[src/rtl/palette_scroller.sv]
// Block-palette colouriser with a frame-driven scroll offset.
// Each pixel's block index, minus the scroll offset, is mapped to an RGB332 colour
// through a two-stage valid-qualified pipeline. The offset steps once every
// FRAME_DIV frame edges while scrolling is enabled.
module palette_scroller #(
  parameter int X_W         = 10,
  parameter int Y_W         = 10,
  parameter int BLOCK_SHIFT = 5,
  parameter int COLS        = 20,
  parameter int FRAME_DIV   = 6
) (
  input  logic           CLK_IN,
  input  logic           RST_IN,
  input  logic           FRAME_IN,
  input  logic           EN_IN,
  input  logic           DIR_IN,
  input  logic [1:0]     MODE_IN,
  input  logic           VALID_IN,
  input  logic [X_W-1:0] x,
  input  logic [Y_W-1:0] y,
  output logic [7:0]     memRGB,
  output logic           VALID_OUT,
  output logic [7:0]     OFFSET_OUT
);

  localparam int PS_W = (FRAME_DIV > 1) ? $clog2(FRAME_DIV) : 1;
  localparam logic [PS_W-1:0] PS_LAST = PS_W'(FRAME_DIV - 1);
  localparam logic [7:0]      COLS8   = 8'(COLS);

  localparam logic [1:0] MODE_LINEAR = 2'b00;
  localparam logic [1:0] MODE_HBARS  = 2'b01;
  localparam logic [1:0] MODE_VBARS  = 2'b10;

  // Spread the index bits across the colour fields: low bits drive red so that
  // neighbouring blocks differ most visibly.
  function automatic logic [7:0] pack_rgb(input logic [7:0] idx);
    return {idx[2:0], idx[5:3], idx[7:6]};
  endfunction

  logic            frame_q;
  logic            frame_edge;
  logic [PS_W-1:0] prescaler;
  logic [7:0]      offset;
  logic [7:0]      bx;
  logic [7:0]      by;
  logic [7:0]      idx_next;
  logic [7:0]      idx_p1;
  logic            vld_p1;
  logic [7:0]      rgb_p2;
  logic            vld_p2;

  assign frame_edge = FRAME_IN & ~frame_q;
  assign bx         = 8'(x >> BLOCK_SHIFT);
  assign by         = 8'(y >> BLOCK_SHIFT);

  // Frame-edge detector, prescaler and scroll offset; EN_IN low freezes both counters.
  always_ff @(posedge CLK_IN) begin
    if (RST_IN) begin
      frame_q   <= 1'b0;
      prescaler <= '0;
      offset    <= 8'd0;
    end else begin
      frame_q <= FRAME_IN;
      if (frame_edge && EN_IN) begin
        if (prescaler == PS_LAST) begin
          prescaler <= '0;
          offset    <= DIR_IN ? offset - 8'd1 : offset + 8'd1;
        end else begin
          prescaler <= prescaler + 1'b1;
        end
      end
    end
  end

  // Per-pixel palette index; uses the offset as it stands before any update this cycle.
  always_comb begin
    idx_next = offset;
    case (MODE_IN)
      MODE_LINEAR: idx_next = COLS8 * by + bx - offset;
      MODE_HBARS:  idx_next = by - offset;
      MODE_VBARS:  idx_next = bx - offset;
      default:     idx_next = offset;
    endcase
  end

  // Pixel pipeline: index register then colour register, valid alongside.
  always_ff @(posedge CLK_IN) begin
    if (RST_IN) begin
      idx_p1 <= 8'd0;
      vld_p1 <= 1'b0;
      rgb_p2 <= 8'd0;
      vld_p2 <= 1'b0;
    end else begin
      // stage 1: block index
      idx_p1 <= idx_next;
      vld_p1 <= VALID_IN;
      // stage 2: colour
      rgb_p2 <= pack_rgb(idx_p1);
      vld_p2 <= vld_p1;
    end
  end

  assign memRGB     = rgb_p2;
  assign VALID_OUT  = vld_p2;
  assign OFFSET_OUT = offset;

endmodule

[config.mk]
export PLATFORM = sky130hd
export DESIGN_NAME = palette_scroller
export DESIGN_NICKNAME = d
export VERILOG_FILES = /design/src/rtl/palette_scroller.sv
export SDC_FILE = /design/constraint.sdc
export NUM_CORES = 1
export LEC_CHECK = 0
export BUFFER_PORTS_ARGS = -buffer_cell sky130_fd_sc_hd__buf_4
export CORE_ASPECT_RATIO = 0.5
export CORE_MARGIN = 3
export CORE_UTILIZATION = 50
export DETAILED_ROUTE_END_ITERATION = 16
export PLACE_DENSITY = 0.78
export SYNTH_ARGS = -nofsm -noshare
export SYNTH_HDL_FRONTEND = slang
export SYNTH_SLANG_ARGS = --single-unit
export TNS_END_PERCENT = 1
[constraint.sdc]
create_clock -name CLK_IN -period 3.5 [get_ports CLK_IN]
set_input_delay 0.35 -clock CLK_IN [delete_from_list [all_inputs] [get_ports CLK_IN]]
set_output_delay 0.35 -clock CLK_IN [all_outputs]
set_load 0.01 [all_outputs]
==> flow_summary.json <==
{
  "status": "finished clean",
  "io_pins": 45,
  "cts_buffers": 5,
  "synthAdderAreaFrac_pct": 22.6,
  "rsz0062_at_grt": "no",
  "cp-start-kind": "input pin",
  "hold_viol_final": 0,
  "yosys_warnings": 0,
  "path_max_fanout": 5,
  "clockPowerShare_pct": 34.5,
  "nets": 354,
  "yosys.area.top_type_share_pct": 27.0,
  "worst_setup_path_end_kind": "flop",
  "cts_tree": "built",
  "route.vias.total": 1899,
  "power.density_nw_per_um2": 353,
  "initial_core_util_pct": 54.4,
  "cp.arrival_ps": 2760,
  "dieArea_sq_um": 5330,
  "setup-violations-final": 0,
  "grt.total_usage_pct": 20.1,
  "grt-ovfl-total": 0,
  "intPower_uw": 673,
  "area_delta_synth_final_pct": 18.6,
  "maxCapViolations": 0,
  "synthXorXnorAreaFrac_pct": 4.95,
  "htreeDepth": 2,
  "ys_seq_area_share_pct": 27.0,
  "fp.coreArea_sq_um": 4080,
  "yosys.area.top_type": "dfxtp_1",
  "fmax_ghz": 0.381,
  "avgViaCountPerCell": 5.50,
  "seq_power_share_pct": 39.1,
  "grt_pass1_wl_mm": 8.36,
  "skew_ps": 3.21,
  "synth_cells": 255,
  "clk_latency_ps": 280,
  "drt_iter0_drc": 86,
  "worstSetupPathType": "input pin to flop",
  "muxShareOfSynthArea_pct": 1.97,
  "syn_nets": 319,
  "finalWirelength_mm": 4.90,
  "die_w_microns": 100,
  "numClockSinks": 30,
  "clkTransAtPathRegs_ps": 60,
  "synth_area_leaders": "dfxtp_1 (27%), ha_1 (16%), fa_1 (6.3%)",
  "critical_path_required_ps": 3640,
  "tightest_slew_ps": 427,
  "cts.path.max_buffers": 2,
  "relSlewSlack_pct": 71.5,
  "p_leak_uw": 0.00117,
  "switchingPower_uw": 257,
  "portBuffers": 34,
  "drive_gt1_share_pct": 16.8,
  "synth_seq_cells": 30,
  "drv_slew": 0,
  "place_congestion": 0.826,
  "cts_hold_buf": 0,
  "syn_area_per_cell_sq_um": 8.72,
  "grt_pass1_vias": 1846,
  "wl_per_cell_microns": 14.2,
  "synthDistinctLibCells": 47,
  "syn-cell-area_sq_um": 2220,
  "hold_path.class": "input pin to flop",
  "grt_antenna_before_repair": 0,
  "whs_ps": 287,
  "tns_ps": 0,
  "diodes": 0,
  "post_cts_resized": 0,
  "synthArstFlopShare_pct": 0,
  "synth_top_family_by_area": "adder cells",
  "synth_edf_count": 0,
  "hpwl_mm": 3.85,
  "netSwitchingFraction_pct": 27.6,
  "die_h_microns": 53.2,
  "cts-root-buf": "clkbuf_8",
  "drc": 0,
  "post-route-period-util_pct": 74.9,
  "grt_max_degree": 36,
  "synth-main-ff-cell": "dfxtp_1",
  "fin_crit_ps": 2620,
  "synthSimpleGateAreaFrac_pct": 18.1,
  "ir_drop_mv": 0.151,
  "combPwrFrac_pct": 26.4,
  "synth_commonest_cells": "dfxtp_1 (30), inv_1 (30), ha_1 (29)",
  "synth_compound_area_share_pct": 18.9,
  "rows": 16,
  "final_antenna_net_count": 0,
  "dr.pass1.iters": 4,
  "cts_setup_buffers": 0
}
kinds of logic after synthesis:
| kind of cell | after synthesis |
|---|---|
| adder cells (fa/ha/maj) | 36 |
| multiplexers | 4 |
| flip-flops | 30 |
| AND/OR/NAND/NOR | 75 |
| AO/OA/AOI/OAI | 61 |
| buffers and inverters | 38 |
| XOR/XNOR | 11 |
cell usage in the layout, fill, tap and decap left out, types with 4 or more instances in the layout:
| cell type | n |
|---|---|
| ha_1 | 29 |
| nand2_1 | 17 |
| nand3_1 | 4 |
| o211ai_1 | 6 |
| nor2b_1 | 14 |
| a21oi_1 | 13 |
| clkbuf_8 | 8 |
| xnor2_1 | 6 |
| o21a_1 | 7 |
| buf_4 | 35 |
| o21ai_0 | 6 |
| inv_1 | 30 |
| dfxtp_1 | 30 |
| nor2_1 | 17 |
| fa_1 | 7 |
| a211oi_1 | 8 |
| nor3_1 | 5 |
| xor2_1 | 4 |
power by group through the flow:
stage | Combinational (uW) | Sequential, uW | Clock (uW)
finish | 246 | 363 | 320
global route | 276 | 365 | 345
CTS | 244 | 363 | 329
detailed placement | 243 | 371 | 0
global placement | 230 | 371 | 0
floorplan | 172 | 373 | 0
registers in the layout (all words and copies together) (netlist names):
register and count:
VALID_OUT 1, frame_q 1, memRGB 8, prescaler 3, vld_p1 1, OFFSET_OUT 8, idx_p1 8
metrics by stage:
| step | worst slack, ps | instances | utilization, % | power (uW) | cell area (sq um) |
|---|---|---|---|---|---|
| finish | 879 | 345 | 64.6 | 930 | 2640 |
| global route | 755 | 345 | 64.6 | 986 | 2640 |
| CTS | 907 | 345 | 64.6 | 937 | 2640 |
| detailed placement | 605 | 337 | 61.9 | 614 | 2530 |
| global placement | 658 | 337 | 61.9 | 601 | 2530 |
| floorplan | 912 | 255 | - | 545 | 2220 |
critical path, cell delays in order:
cell and delay [ps]:
buf_4 120, ha_1 270, ha_1 130, inv_1 40, fa_1 470, inv_1 50
ha_1 270, ha_1 350, nor2b_1 80, nand3_1 100, o311ai_0 130, o31ai_1 260
o2111ai_1 140
worst paths after layout:
path / startpoint / end / slack [ps] / depth (start not counted)
worst max-delay path: y[8] / idx_p1[6] / 880 / 13
worst min-delay path: VALID_IN / vld_p1 / 290 / 2
worst max register to register: OFFSET_OUT[2] / idx_p1[4] / 940 / 8
worst min register to register: idx_p1[0] / memRGB[5] / 440 / 1
final cells by class:
| type | count | area [sq um] |
|---|---|---|
| multi-input combinational | 187 | 1480 |
| fill | 357 | 1450 |
| sequential | 30 | 601 |
| timing repair buffer | 35 | 263 |
| inverter | 31 | 116 |
| clock buffer | 8 | 110 |
| tap | 54 | 67.6 |
metal layers:
metal  vias to the layer above  part of all wire [%]  GRT usage, %
met4                         0                   1.6          8.05
met1                       885                    48          25.8
met2                        42                    46          34.9
met5                         -                     0             0
li1                        964                     -             -
met3                         8                   4.6          2.50
No activity file was read; power rests on OpenSTA's default activity.
